File: src/rtl/serial_adder_pkg.sv
// Shared definitions for the bit-serial adder/subtractor: FSM state encoding
// and the bit-counter width helper.
package serial_adder_pkg;

  typedef enum logic [1:0] {
    S_IDLE = 2'd0,
    S_RUN  = 2'd1,
    S_DONE = 2'd2
  } state_t;

  // Counter must hold 0..width-1; never let it collapse to zero bits.
  function automatic int cnt_w(input int width);
    return (width > 1) ? $clog2(width) : 1;
  endfunction

endpackage

File: src/rtl/serial_adder_full_adder_cell.sv
// Single-bit full adder: the only arithmetic slice of the serial adder.
module full_adder_cell (
  input  logic i_a,
  input  logic i_b,
  input  logic i_cin,
  output logic o_sum,
  output logic o_carry
);

  assign o_sum   = i_a ^ i_b ^ i_cin;
  assign o_carry = (i_a & i_b) | (i_cin & (i_a ^ i_b));

endmodule

File: src/rtl/serial_adder.sv
// Bit-serial adder/subtractor: one full-adder slice, LSB first, WIDTH+2 cycles
// per operation, Start/Ready/Done handshake.
module serial_adder
  import serial_adder_pkg::*;
#(
  parameter int WIDTH = 8
) (
  input  logic             i_clk,
  input  logic             i_rst_n,
  input  logic             i_start,
  output logic             o_ready,
  input  logic             i_sub,
  input  logic [WIDTH-1:0] i_a,
  input  logic [WIDTH-1:0] i_b,
  input  logic             i_cin,
  output logic [WIDTH-1:0] o_sum,
  output logic             o_carry,
  output logic             o_overflow,
  output logic             o_done
);

  localparam int               CNT_W    = cnt_w(WIDTH);
  localparam logic [CNT_W-1:0] LAST_BIT = CNT_W'(WIDTH - 1);

  state_t             r_state;
  state_t             w_state_nxt;
  logic [WIDTH-1:0]   r_op_a;
  logic [WIDTH-1:0]   r_op_b;
  logic [WIDTH-1:0]   r_psum;
  logic               r_carry;
  logic [CNT_W-1:0]   r_cnt;
  logic [WIDTH-1:0]   r_sum;
  logic               r_cout;
  logic               r_ovf;
  logic               w_fa_sum;
  logic               w_fa_carry;
  logic               w_last;
  logic [WIDTH-1:0]   w_psum_nxt;

  full_adder_cell u_fa (
    .i_a    (r_op_a[0]),
    .i_b    (r_op_b[0]),
    .i_cin  (r_carry),
    .o_sum  (w_fa_sum),
    .o_carry(w_fa_carry)
  );

  assign w_last     = (r_cnt == LAST_BIT);
  assign w_psum_nxt = {w_fa_sum, r_psum[WIDTH-1:1]};

  // NOTE: every variable gets a default before the case so no path leaves it
  // unassigned, which would otherwise infer a latch.
  always_comb begin
    w_state_nxt = r_state;
    o_ready     = 1'b0;
    o_done      = 1'b0;
    case (r_state)
      S_IDLE: begin
        o_ready = 1'b1;
        if (i_start) w_state_nxt = S_RUN;
      end
      S_RUN:  if (w_last) w_state_nxt = S_DONE;
      S_DONE: begin
        o_done      = 1'b1;
        w_state_nxt = S_IDLE;
      end
      default: w_state_nxt = S_IDLE;
    endcase
  end

  // NOTE: sequential state uses non-blocking assignments so every flop samples
  // the pre-edge values; the datapath registers are small and all reset to 0.
  always_ff @(posedge i_clk or negedge i_rst_n) begin
    if (!i_rst_n) begin
      r_state <= S_IDLE;
      r_op_a  <= '0;
      r_op_b  <= '0;
      r_psum  <= '0;
      r_carry <= 1'b0;
      r_cnt   <= '0;
      r_sum   <= '0;
      r_cout  <= 1'b0;
      r_ovf   <= 1'b0;
    end else begin
      r_state <= w_state_nxt;
      case (r_state)
        S_IDLE: if (i_start) begin
          // Subtraction is A + ~B + 1, so Cin is replaced by the forced 1.
          r_op_a  <= i_a;
          r_op_b  <= i_sub ? ~i_b : i_b;
          r_carry <= i_sub | i_cin;
          r_cnt   <= '0;
        end
        S_RUN: begin
          r_psum  <= w_psum_nxt;
          r_carry <= w_fa_carry;
          r_op_a  <= r_op_a >> 1;
          r_op_b  <= r_op_b >> 1;
          r_cnt   <= r_cnt + 1'b1;
          if (w_last) begin
            // On the MSB slice r_carry is the carry into the MSB.
            r_sum  <= w_psum_nxt;
            r_cout <= w_fa_carry;
            r_ovf  <= r_carry ^ w_fa_carry;
          end
        end
        default: ;
      endcase
    end
  end

  assign o_sum      = r_sum;
  assign o_carry    = r_cout;
  assign o_overflow = r_ovf;

endmodule
File: config.mk
export PLATFORM = sky130hd
export DESIGN_NAME = serial_adder
export DESIGN_NICKNAME = d
export VERILOG_FILES = /design/src/rtl/serial_adder_pkg.sv /design/src/rtl/serial_adder_full_adder_cell.sv /design/src/rtl/serial_adder.sv
export SDC_FILE = /design/constraint.sdc
export NUM_CORES = 1
export LEC_CHECK = 0
export CAP_MARGIN = 20
export CELL_PAD_IN_SITES_DETAIL_PLACEMENT = 2
export CELL_PAD_IN_SITES_GLOBAL_PLACEMENT = 2
export CORE_ASPECT_RATIO = 0.6
export CORE_MARGIN = 2
export CORE_UTILIZATION = 36
export DETAILED_ROUTE_END_ITERATION = 8
export PLACE_DENSITY_LB_ADDON = 0.05
export REMOVE_ABC_BUFFERS = 1
export SKIP_CTS_REPAIR_TIMING = 1
export SYNTH_ARGS = -nofsm -noshare
export SYNTH_HDL_FRONTEND = slang
export SYNTH_SLANG_ARGS = --single-unit
File: constraint.sdc
create_clock -name i_clk -period 2.7 [get_ports i_clk]
set_input_delay 0.54 -clock i_clk [delete_from_list [all_inputs] [get_ports i_clk]]
set_output_delay 0.54 -clock i_clk [all_outputs]
set_load 0.02 [all_outputs]
==> run metrics <==
Slowest-stage cell, CP clkdlybuf4s50_1; initial antenna violation count 0; initial DRC count 32; PortBufs 32; share of the yosys chip area belonging to registers 0.533; final setup fails 0; most instantiated library cell after synthesis dfrtp_1; CTS sink count 39; CP arrival 1.68 ns; synthesized area 1830 µm²; relative slew slack 0.411; Inserted Diodes 0; core box area 4980 µm²; Critical Path Start r_state[0]; Starting Density 0.368; Buf+Inv Stages, Crit Path 1; WHS 0.366 ns; Reg clk slew, reported paths 0.07 ns; reg2reg path depth 4; antenna-violating nets left 0; CTS buffer count 5; status complete, no violations; FF+latch count, synth 39; Pwr Density 1080 nW/µm²; maxcap violations 0; post-detail-place hpwl 3140 µm; Worst EP required 2.16 ns; Synth area leaders dfrtp_1 53%, mux2_2 10%, xnor2_1 3.8%; I/O Pins 33; placed instance area 2220 µm²; reg2reg start r_cnt[0]; Critical Path Sink Type output port; Critical Path End o_ready; largest net degree at the start of global routing 40; startpoint types register; crit share post-route 0.824; Synth Instances 155; synth cell count leaders 39 x dfrtp_1, 17 x mux2_2, 14 x nand2_1; CP Class register to output port; prevailing post-synth register cell dfrtp_1; setup TNS 0 ns; final core occ 0.473; FF-to-FF End o_sum[5]; All-Layer GR Usage 0.176; H-tree levels 2; Root Buffer clkbuf_8; post-route clock skew 0.00389 ns; Slew @ Worst Pin 0.883 ns; worst hold path class input pin to asynchronous set/reset pin; DR pass1 iterations 4; Site Rows 20; critical path peak fanout 13; WP depth 2; FMAX 450 MHz; die area 5690 µm²; Crit path max-delay family buffers and inverters; latest clock arrival within the worst-skew pair 0.29 ns; die height 59.2 µm; worst path cell trace nor2_1 > clkdlybuf4s50_1; Final Hold Viols 0; share of the synthesized area in the top cell type 0.533; Max rail drop VDD 422 µV; fillers 513; CTS tree built; Via Count 1,318; first-pass GRT wire length 7450 µm; vias in the first global route 1,429; Slowest Stage Delay on Critical Path 0.62 ns; RSZ-0062 raised after global routing false; Pwr Total 2.54 mW; Post-route DRC 0; Inst Count DP 249; Synth-to-Final Area Change 28.6%; post-DR vias/cell 5.13; R2R Setup Slk 0.92 ns; Die W 96.1 µm; final worst slack 0.476 ns; cell accounting for the most synthesized area dfrtp_1; count of pins over their slew limit 0; Yosys cell types 28; grt ovf 0; FFs w/ async S/R, synth 1.00; Syn Area/Cell 11.8 µm²; fin area 2350 µm²; share of cells above drive strength 1 0.204; warnings from Yosys 0; Final Wtd Congestion 0.743; Routed WL per cell 17.5 µm; Place WS 0.597 ns; EDFF count, synth 0; LEAKAGE 0.999 nW; non-filler cells in the finished layout 257; final wirelength 4510 µm; layout net count 214; Tmin final 2.22 ns; Max Buffers Root-to-Sink 2
-- where the power goes --
| group | internal [mW] | switching [mW] |
|---|---|---|
| Clock | 0.369 | 0.209 |
| Combinational | 0.508 | 0.449 |
| Sequential | 0.827 | 0.178 |
-- placed cells by master, fill, tap and decap left out --
cell,count
fa_1,1
buf_4,7
a22o_1,2
o221ai_2,4
nand2_1,14
clkbuf_1,1
inv_1,2
mux2_2,17
xor2_1,1
a22oi_1,9
or2_2,1
mux2i_1,1
o21bai_2,1
a21oi_1,9
or3b_1,1
bufinv_16,2
and2b_1,1
nor2_4,1
o211ai_1,2
clkbuf_8,5
xnor2_1,8
clkdlybuf4s50_1,31
ha_1,2
o21ai_0,12
dfrtp_1,39
a221o_1,1
nor2b_1,10
and3b_1,1
nor2_1,3
nand3b_1,1
buf_2,1
-- sequential cells by signal, indices dropped and copies added, names as in the netlist --
name / count
r_cnt: 3
o_overflow: 1
r_state: 2
r_carry: 1
r_psum: 7
r_op_a: 8
o_carry: 1
r_op_b: 8
o_sum: 8
-- worst register-to-register path: stages, from the launching register on --
cell	delay, ns
dfrtp_1	0.40
ha_1	0.20
ha_1	0.19
nand3b_1	0.47
mux2_2	0.41
-- worst min-delay path by stage --
stage	to	slack, ns
global placement	o_overflow	0.47
finish	o_sum[0]	0.37
floorplan	o_carry	0.24
detailed placement	r_op_b[2]	0.48
global route	o_sum[0]	0.42
CTS	r_op_b[3]	0.40
-- routing by layer --
| layer | vias up | share of wire | wire [µm] | global-route usage |
|---|---|---|---|---|
| met4 | 0 | 0.0098 | 44 | 0.0490 |
| li1 | 613 | - | - | - |
| met1 | 675 | 0.46 | 2100 | 0.236 |
| met3 | 7 | 0.038 | 172 | 0.0382 |
| met5 | - | 0 | 0 | 0 |
| met2 | 23 | 0.49 | 2200 | 0.290 |
-- cell type report --
cell class	count	area (µm²)	share of cell area
clock inverter	2	60.1	0.0255
multi-input combinational	103	788	0.335
clock buffer	6	72.6	0.0308
timing repair buffer	39	368	0.156
inverter	2	7.51	0.00319
tap	66	82.6	0.0351
sequential	39	976	0.414
-- cell families (layout without fill, tap and decap cells) --
group | count (synthesis) | count (layout) | synth area share
AOI/OAI and AO/OA | 40 | 40 | 0.157
xor gates and xnor gates | 9 | 9 | 0.0431
muxes | 18 | 18 | 0.110
DFF | 39 | 39 | 0.533
adders and majority gates | 3 | 3 | 0.0246
and+or+nand+nor | 33 | 33 | 0.0964
buffers and inverters | 13 | 49 | 0.0362
No activity file was read; power rests on OpenSTA's default activity.
